`src/rtl/gen_pkg.sv`:
```
// Shared types for the command tracker: command encoding, FSM states and
// sticky error-bit positions.
package gen_pkg;

  typedef enum logic [2:0] {
    RST  = 3'd0,
    INIT = 3'd1,
    ADD  = 3'd2,
    SUB  = 3'd3,
    MULT = 3'd4,
    DIV  = 3'd5,
    REM  = 3'd6,
    HLT  = 3'd7
  } cmd_t;

  typedef enum logic [1:0] {
    S_RUN,
    S_DRAIN,
    S_HALT
  } trk_state_t;

  localparam int ERR_UNMATCHED    = 0;
  localparam int ERR_CMD_MISMATCH = 1;
  localparam int ERR_ORDER        = 2;
  localparam int ERR_TIMEOUT      = 3;
  localparam int ERR_DUP          = 4;
  localparam int ERR_W            = 5;

endpackage

```
`src/rtl/tag_fifo.sv`:
```
// Issue-order tag list: push at tail, pop at head, or remove any tag by value
// with the entries behind it sliding down to keep the list compact.
module tag_fifo #(
  parameter int DEPTH = 8,
  parameter int TW    = $clog2(DEPTH)
) (
  input  logic          clk,
  input  logic          rst,
  input  logic          push,
  input  logic [TW-1:0] push_tag,
  input  logic          pop,
  input  logic          rm,
  input  logic [TW-1:0] rm_tag,
  output logic [TW-1:0] head,
  output logic          empty,
  output logic          full
);
  localparam int CW = $clog2(DEPTH+1);

  logic [TW-1:0] r_mem [DEPTH];
  logic [CW-1:0] r_cnt;
  logic [TW-1:0] w_mem [DEPTH];
  logic [CW-1:0] w_cnt;
  logic [CW-1:0] w_pos;
  logic          w_del;

  always_comb begin
    w_del = pop | rm;
    w_pos = '0;
    if (rm) begin
      for (int i = DEPTH-1; i >= 0; i--)
        if (CW'(i) < r_cnt && r_mem[i] == rm_tag) w_pos = CW'(i);
    end
    w_mem = r_mem;
    if (w_del) begin
      for (int i = 0; i < DEPTH-1; i++)
        if (CW'(i) >= w_pos) w_mem[i] = r_mem[i+1];
    end
    w_cnt = r_cnt - CW'(w_del);
    // Push lands after the compaction so a same-cycle remove and push both apply.
    if (push) begin
      w_mem[w_cnt[TW-1:0]] = push_tag;
      w_cnt = w_cnt + CW'(1);
    end
  end

  always_ff @(posedge clk) begin
    if (rst) begin
      r_cnt <= '0;
      r_mem <= '{default: '0};
    end else begin
      r_cnt <= w_cnt;
      r_mem <= w_mem;
    end
  end

  assign head  = r_mem[0];
  assign empty = (r_cnt == '0);
  assign full  = (r_cnt == CW'(DEPTH));

endmodule

```
`src/rtl/cmd_tracker.sv`:
```
// Outstanding-command tracker: tag allocation, in-order/OOO retirement,
// per-tag timeout, HLT drain and sticky error reporting.
module cmd_tracker import gen_pkg::*; #(
  parameter  int DEPTH   = 8,
  parameter  int OPD_W   = 64,
  parameter  int TIMEOUT = 64,
  localparam int TW      = $clog2(DEPTH),
  localparam int CW      = $clog2(DEPTH+1),
  localparam int AW      = $clog2(TIMEOUT+1)
) (
  input  logic             clk,
  input  logic             rst,
  input  logic             ooo_mode,
  input  logic             iss_vld,
  input  cmd_t             iss_cmd,
  input  logic [OPD_W-1:0] iss_opd1,
  input  logic [OPD_W-1:0] iss_opd2,
  output logic             iss_rdy,
  output logic [TW-1:0]    iss_tag,
  output logic             exe_vld,
  output cmd_t             exe_cmd,
  output logic [TW-1:0]    exe_tag,
  output logic [OPD_W-1:0] exe_opd1,
  output logic [OPD_W-1:0] exe_opd2,
  input  logic             done_i,
  input  logic [TW-1:0]    done_tag,
  input  cmd_t             done_cmd_i,
  output logic [CW-1:0]    count,
  output logic             halted,
  output logic [ERR_W-1:0] err,
  input  logic             err_clr
);
  trk_state_t       r_state, w_nxt;
  logic [DEPTH-1:0] r_vld;
  cmd_t             r_cmd [DEPTH];
  logic [AW-1:0]    r_age [DEPTH];
  logic [CW-1:0]    r_count;
  logic [ERR_W-1:0] r_err;
  logic             r_ooo;
  cmd_t             r_last;
  logic             r_last_vld;

  logic             w_fire, w_acc, w_ret;
  logic [ERR_W-1:0] w_err;
  logic [TW-1:0]    w_head;
  logic             w_empty, w_full;

  tag_fifo #(.DEPTH(DEPTH), .TW(TW)) u_fifo (
    .clk      (clk),
    .rst      (rst),
    .push     (w_acc),
    .push_tag (iss_tag),
    .pop      (w_ret && !r_ooo),
    .rm       (w_ret && r_ooo),
    .rm_tag   (done_tag),
    .head     (w_head),
    .empty    (w_empty),
    .full     (w_full)
  );

  always_comb begin
    iss_tag = '0;
    for (int i = DEPTH-1; i >= 0; i--)
      if (!r_vld[i]) iss_tag = TW'(i);
  end

  always_comb begin
    w_nxt   = r_state;
    iss_rdy = 1'b0;
    case (r_state)
      S_RUN: begin
        // HLT is only taken on an empty tracker; otherwise hold it off and drain.
        iss_rdy = !w_full && !(iss_cmd == HLT && r_count != '0);
        if (iss_vld && iss_cmd == HLT) w_nxt = (r_count == '0) ? S_HALT : S_DRAIN;
      end
      S_DRAIN: if (r_count == '0) w_nxt = S_RUN;
      default: w_nxt = S_HALT;
    endcase
  end

  assign w_fire = iss_vld && iss_rdy;
  assign w_acc  = w_fire && iss_cmd != HLT;

  always_comb begin
    w_err = '0;
    w_ret = 1'b0;
    if (done_i) begin
      if (!r_vld[done_tag])                                  w_err[ERR_UNMATCHED] = 1'b1;
      else if (!r_ooo && (w_empty || done_tag != w_head))    w_err[ERR_ORDER]     = 1'b1;
      else begin
        w_ret = 1'b1;
        if (done_cmd_i != r_cmd[done_tag]) w_err[ERR_CMD_MISMATCH] = 1'b1;
      end
    end
    if (w_fire && r_last_vld && iss_cmd == r_last) w_err[ERR_DUP] = 1'b1;
    // Age saturates at TIMEOUT, so each entry can only flag once.
    for (int i = 0; i < DEPTH; i++)
      if (r_vld[i] && !(w_ret && done_tag == TW'(i)) && r_age[i] == AW'(TIMEOUT-1))
        w_err[ERR_TIMEOUT] = 1'b1;
  end

  always_ff @(posedge clk) begin
    if (rst) begin
      r_state    <= S_RUN;
      r_vld      <= '0;
      r_count    <= '0;
      r_err      <= '0;
      r_ooo      <= 1'b0;
      r_last     <= RST;
      r_last_vld <= 1'b0;
      exe_vld    <= 1'b0;
      exe_cmd    <= RST;
      exe_tag    <= '0;
      exe_opd1   <= '0;
      exe_opd2   <= '0;
      for (int i = 0; i < DEPTH; i++) begin
        r_cmd[i] <= RST;
        r_age[i] <= '0;
      end
    end else begin
      r_state <= w_nxt;
      if (r_count == '0) r_ooo <= ooo_mode;
      r_count <= r_count + CW'(w_acc) - CW'(w_ret);
      r_err   <= (err_clr ? '0 : r_err) | w_err;
      exe_vld <= w_fire;
      if (w_fire) begin
        exe_cmd    <= iss_cmd;
        exe_tag    <= iss_tag;
        exe_opd1   <= iss_opd1;
        exe_opd2   <= iss_opd2;
        r_last     <= iss_cmd;
        r_last_vld <= 1'b1;
      end
      for (int i = 0; i < DEPTH; i++)
        if (r_vld[i] && r_age[i] != AW'(TIMEOUT)) r_age[i] <= r_age[i] + AW'(1);
      if (w_ret) r_vld[done_tag] <= 1'b0;
      if (w_acc) begin
        r_vld[iss_tag] <= 1'b1;
        r_cmd[iss_tag] <= iss_cmd;
        r_age[iss_tag] <= AW'(1);
      end
    end
  end

  assign count  = r_count;
  assign err    = r_err;
  assign halted = (r_state == S_HALT);

endmodule
```
`config.mk`:
```
export PLATFORM = sky130hd
export DESIGN_NAME = cmd_tracker
export DESIGN_NICKNAME = d
export VERILOG_FILES = /design/src/rtl/gen_pkg.sv /design/src/rtl/tag_fifo.sv /design/src/rtl/cmd_tracker.sv
export SDC_FILE = /design/constraint.sdc
export NUM_CORES = 1
export LEC_CHECK = 0
export ABC_AREA = 0
export CAP_MARGIN = 10
export CELL_PAD_IN_SITES_DETAIL_PLACEMENT = 0
export CELL_PAD_IN_SITES_GLOBAL_PLACEMENT = 2
export CORE_ASPECT_RATIO = 0.6
export CORE_UTILIZATION = 31
export CTS_BUF_LIST = sky130_fd_sc_hd__clkbuf_4 sky130_fd_sc_hd__clkbuf_8 sky130_fd_sc_hd__clkbuf_16
export DETAILED_ROUTE_END_ITERATION = 16
export PLACE_DENSITY = 0.9
export SLEW_MARGIN = 20
export SYNTH_ARGS = -nofsm -noshare
export SYNTH_HDL_FRONTEND = slang
export SYNTH_SLANG_ARGS = --single-unit
```
`constraint.sdc`:
```
create_clock -name clk -period 7.7 [get_ports clk]
set_input_delay 1.54 -clock clk [delete_from_list [all_inputs] [get_ports clk]]
set_output_delay 1.54 -clock clk [all_outputs]
set_load 0.005 [all_outputs]
```
---- Word level (Yosys, flattened, before mapping) ----
Memories as Yosys holds them, arrays and structs flattened.
Index checks and enable logic that the tools add are counted.
storage, ports and cells
  memories ................................ 2
  bits in writable memories ............... 80
  register bits after elaboration ......... 184
  logic and storage cells ................. 285
  bits in read-only memories .............. 0
  input bits .............................. 143
  latch bits .............................. 0
cells by class
  multiply operators ...................... 0
  add/sub/neg operators ................... 12
  shift-type cells ........................ 0
  reduce and logical (&&, ||, !) cells .... 72
  divide/modulo/power cells ............... 0
  bitwise gates (word level) .............. 14
  order comparisons ....................... 21
  equal/unequal tests ..................... 41
  muxes and demuxes ....................... 103
memories
  memory  words  width  rd ports  clocked after Yosys merged registers in  write ports  line               RTL
  r_age   8      7      8         0                                        9            cmd_tracker.sv:36  logic [AW-1:0] r_age [DEPTH];
  r_cmd   8      3      1         0                                        8            cmd_tracker.sv:35  cmd_t r_cmd [DEPTH];
operator list
  cell                                                       number
  2-to-1 mux 3 bit                                           27
  adder 7 x 1 -> 7 bit, second input constant                8
  equality test 7 x 6 -> 1 bit, second input constant        8
  2-to-1 mux 7 bit                                           8
  != test 7 bit, second input constant                       8
  logical AND 1 bit                                          53
  2-to-1 mux 1 bit                                           50
  equality test 3 bit                                        9
  bitwise mux 24 bit                                         1
  2-to-1 mux 24 bit                                          1
  2-to-1 mux 8 bit                                           3
  2-to-1 mux 21 bit                                          1
  less-than comparator 3 x 4 -> 1 bit, first input constant  4
  equality test 3 bit, second input constant                 5
  >= comparator 3 x 4 -> 1 bit, first input constant         3
  logical NOT 1 bit                                          11
  demux 3 bit (select 3 bit)                                 1
  OR 1 bit                                                   9
  AND 8 bit                                                  1
  >= comparator 1 x 4 -> 1 bit, first input constant         2
  >= comparator 2 x 4 -> 1 bit, first input constant         2
  logical NOT 4 bit                                          2
  less-than comparator 1 x 4 -> 1 bit, first input constant  2
  less-than comparator 2 x 4 -> 1 bit, first input constant  2
  other kinds (31)                                           42

---- Depth between registers and ports, before layout ----
  word-level depth ........................ 19
  mapped depth ............................ 14
  mapped depth without buffers ............ 10

---- By module ----
From an unflattened synthesis, not the netlist that was laid out.
unflattened totals
  cells, all modules ...................... 1362
  area, all modules ....................... 11622.4 um^2
by module, submodules not included
  module       area an instance (um^2)  sequential area each (um^2)  instances  cells an instance
  cmd_tracker  9693.0                   4964.8                       1          1139
  tag_fifo     1929.4                   560.5                        1          223

---- Worst setup path before layout ----
Ideal clock, no wire load.
  kind .................................... input -> register
  from .................................... input done_tag[1]
  to ...................................... register (tool-made name)
  cell stages on the path ................. 11
  data required time ...................... 7572 ps
  buffers on the path ..................... 3
  setup slack ............................. 3150 ps
  data arrival time ....................... 4422 ps
  cell sequence ........................... buf_6 mux4_2 mux2i_2 nor3_4 buf_2 ha_1 ha_1 clkbuf_1 nor4_1 mux2i_1 nor2_1
RTL lines
  element             line               RTL
  start: declaration  cmd_tracker.sv:26  input logic [TW-1:0] done_tag,

==> impl_summary.md <==
Status
The flow ran to the end, and the final reports show no timing, DRC or antenna violations.

Synth
The proportion of synthesized chip area in sequential cells is between 40% and 50%. The top-area cell type share of the netlist area is 41.8%. The count of cell types in the netlist is 73.

For this run, asynchronously set or reset flops after synthesis account for 0%. The count of flip-flops with a built-in enable after synthesis is 24. The most numerous cell in the Yosys netlist is sky130_fd_sc_hd__nand2_1. After technology mapping, the gate count stands at 1329. The cell accounting for the most synthesized area is sky130_fd_sc_hd__dfxtp_1. The synthesized netlist occupies a cell area of 11500 um^2. The most used flip-flop cell after synthesis is sky130_fd_sc_hd__dfxtp_1.

For this run, the number of Yosys warnings is 0. The number of nets in the synthesized netlist is 1497. The synthesized design contains 264 register bits.

Each instance of the synthesized netlist takes up on average between 8 and 9 um^2. In the post-synthesis netlist, the biggest area contributors are sky130_fd_sc_hd__dfxtp_1 42%, sky130_fd_sc_hd__nand2_1 10%, sky130_fd_sc_hd__a21oi_1 6.6%. In the synthesized netlist, the cells that appear most often are 321 x sky130_fd_sc_hd__nand2_1, 240 x sky130_fd_sc_hd__dfxtp_1, 152 x sky130_fd_sc_hd__a21oi_1.

Pwr
For this design the ratio of total power to cell area is approximately 230 nW/um^2. The share of total power dissipated in the clock network is 41.7%. Net switching is 26.2% of the power. The sequential share of power is 42.4%.

The completed layout was analyzed and its total power is 3.61 mW. The reported net switching power is about 950 uW. The part of the total power dissipated in combinational logic is 15.9%. The highest ir drop seen on vdd is 0.152 mV. The internal power of the cells totals between 2 and 3 mW. In this run the static leakage power is between 5 and 6 nW.

Placement
The number of buffers inserted by port buffering is 291. The final HPWL from detailed placement is 24300 um. At the end of routability-driven placement, the weighted congestion stood at roughly 0.85.

Critical path
STA classifies the critical path endpoint as a register. The worst path buffer plus inverter count is 1. The setup slack of the most critical reg-to-reg path is 3.92 ns. The worst setup path is of the in -> reg kind.

Data on the critical path arrives at its endpoint at 5.76 ns. On the worst path, the slowest cell contributes a delay of 1.16 ns. In this run the critical register-to-register path is launched from r_vld[6]. The worst path required time is about 8.1 ns. The most numerous cell type found on the critical path is sky130_fd_sc_hd__ha_1. Walking the worst path, the cells encountered are clkdlybuf4s50_1 > mux4_2 > mux2i_2 > nor3_4 > ha_1 > ha_1 > nor4_1 > mux2i_1 > nor2_1. The critical path depth is 9. The number of cells on the worst reg-to-reg path is 8.

In this run the worst path has a maximum fanout of 20. For this design, the slowest cell found on the critical path is sky130_fd_sc_hd__clkdlybuf4s50_1. The element type at the critical path start is an input port. The beginning of the critical path is done_tag[2]. The critical path's top delay family is simple AND/OR/NAND/NOR gates.

Routing
The average via count per standard cell is 4.79. In the final routed layout, each cell accounts on average for 16.9 um. In the routed design, unresolved DRC markers number 0. The detail route stage leaves a number of antenna-violating nets equal to 0. The routed layout has 9953 vias.

The number of DRC markers in iteration 0 is 784. For this run, the detailed router's first-pass iteration total came to 8. The final wirelength is 35100 um.

Timing
At the pin with the least slew margin, the transition time is 1.06 ns. In this run the tightest slew margin relative to its limit is just under 30%. Adding up every negative setup slack in the final design gives 0 ns. The final-report hold violation count is 0. The setup-violating endpoint count in the final report is 0. Clock skew on the completed layout was measured at between 0.02 and 0.025 ns.

Timing would allow up to between 0.15 and 0.2 GHz. Dividing the final minimum period by the clock period gives 69.5%. Setup repair after global routing left no endpoint under its margin. The max-slew violation count is 0.

Counting I/O delays and the setup requirement, the final critical path takes 5.35 ns.

Clock network
The clock slew seen by the registers of the worst setup and hold paths is 0.07 ns. The root buffer selected by CTS is sky130_fd_sc_hd__clkbuf_16. TritonCTS built the clock tree.

Once the clock tree was built, the setup fixing pass inserted 0 buffers. The clock network latency to the later pin of the worst-skew pair is 0.57 ns. In this run, post-CTS repair resized a total of 0 instances. The clock passes through at most 3 buffers.

The clock buffer count from CTS is 28. The number of clock sinks seen by CTS is 264. The CTS H-tree depth is 1. The cts-stage hold buffer count is 0.

Global route
The first-pass GRT wire length is 52800 um. The via count of the first global-routing pass came to 9158. Entering global routing, the biggest net connects 103 pins. For this run, the total global-route usage over all layers was measured as 17.6%.

The initial antenna violation count was 0. Summed over all layers, the global routing overflow is 0.

Layout
The signed area change from the synthesized netlist to the final layout is 37.1%. The net total in the final layout is between 1500 and 2000. The fraction of layout cells with a size suffix above 1 is 6.25%. The final antenna diode count is 0.

Floorplanning
The total number of placement rows is 54. The effective utilization at floorplan is 31.6%. The overall die height is between 150 and 200 um. The I/O pin total is roughly 290. The die outline width is 251 um.

The total area inside the core boundary comes to between 30000 and 40000 um^2. The die covers 37900 um^2.

Min path
In this run the worst hold path is classified as reg -> reg.

Job
The max capacitance violation total is 0.
cells in the final DEF (no fill, tap or decap), types with 25 or more instances in the layout:
| cell type | n |
|---|---|
| sky130_fd_sc_hd__clkbuf_16 | 29 |
| sky130_fd_sc_hd__and2_1 | 26 |
| sky130_fd_sc_hd__dfxtp_1 | 240 |
| sky130_fd_sc_hd__nor2_1 | 99 |
| sky130_fd_sc_hd__mux2i_1 | 25 |
| sky130_fd_sc_hd__clkdlybuf4s50_1 | 290 |
| sky130_fd_sc_hd__a21oi_1 | 152 |
| sky130_fd_sc_hd__xor2_1 | 31 |
| sky130_fd_sc_hd__xnor2_1 | 47 |
| sky130_fd_sc_hd__inv_1 | 37 |
| sky130_fd_sc_hd__nand2_1 | 321 |
through the flow:
step | cell area (um^2) | instances | setup WS (ns) | hold slack, ns | util (%)
final | 15800 | 2076 | 2.35 | 0.452 | 43.3
after CTS | 15800 | 2076 | 2.35 | 0.454 | 43.3
after floorplan | 11500 | 1329 | 3.15 | 0.423 | -
after global routing | 15800 | 2076 | 2.08 | 0.472 | 43.3
after global placement | 14800 | 2025 | 1.91 | 0.441 | 40.5
after detailed placement | 14800 | 2025 | 1.77 | 0.446 | 40.5
worst min-delay path by stage:
stage | slack, ns | from | cells after the start | endpoint
6_report | 0.45 | exe_opd2[47] | 2 | exe_opd2[47]
5_1_grt | 0.47 | exe_opd1[18] | 2 | exe_opd1[18]
4_1_cts | 0.45 | exe_opd1[3] | 2 | exe_opd1[3]
3_5_place_dp | 0.45 | exe_opd1[3] | 2 | exe_opd1[3]
3_3_place_gp | 0.44 | exe_opd1[14] | 2 | exe_opd1[14]
2_1_floorplan | 0.42 | r_state[1] | 1 | r_state[0]
worst register-to-register path: cells and delay by family, from the launching register on:
family / cells / cell delay [ns]
flops: 1 / 0.63
simple gates: 3 / 1.61
mux: 3 / 0.77
fa+ha+maj: 2 / 0.62
area by class of cell:
class,count,area (um^2)
clock inverter,13,214
fill,3518,20600
multi-input combinational,945,5500
clock buffer,38,806
tap,476,596
timing repair buffer,302,3000
inverter,38,143
sequential,264,5530
power groups by stage:
stage	registers, mW	clock network [mW]	logic [mW]
after floorplan	1.55	0	0.278
after global placement	1.56	0	0.572
after detailed placement	1.56	0	0.577
after CTS	1.53	1.55	0.580
after global routing	1.54	1.60	0.634
final	1.53	1.51	0.574
logic make-up after synthesis:
| logic type | after synthesis | share of synthesized area [%] |
|---|---|---|
| AO/OA/AOI/OAI | 234 | 12.5 |
| XOR/XNOR | 78 | 5.94 |
| adder cells (fa/ha/maj) | 25 | 2.78 |
| buffers and inverters | 120 | 4.40 |
| flip-flops | 264 | 48.0 |
| multiplexers | 34 | 3.86 |
| AND/OR/NAND/NOR | 574 | 22.5 |
flip-flops by register name, summed over array words and instances (netlist names), named ones only:
name,count
r_last_vld,1
exe_opd1,64
count,4
r_age,56
u_fifo.r_cnt,4
r_last,3
r_state,2
r_ooo,1
err,5
r_cmd,24
r_vld,8
u_fifo.head,3
exe_vld,1
u_fifo.r_mem,18
exe_tag,3
exe_opd2,64
metal layers:
| metal | vias up | global-route usage, % | routed length, um |
|---|---|---|---|
| li1 | 4996 | - | - |
| met1 | 4631 | 25.7 | 16700 |
| met2 | 291 | 25.1 | 15000 |
| met3 | 35 | 5.77 | 2870 |
| met4 | 0 | 2.98 | 508 |
| met5 | - | 0 | 0 |
Power figures use the tool's default switching activity.
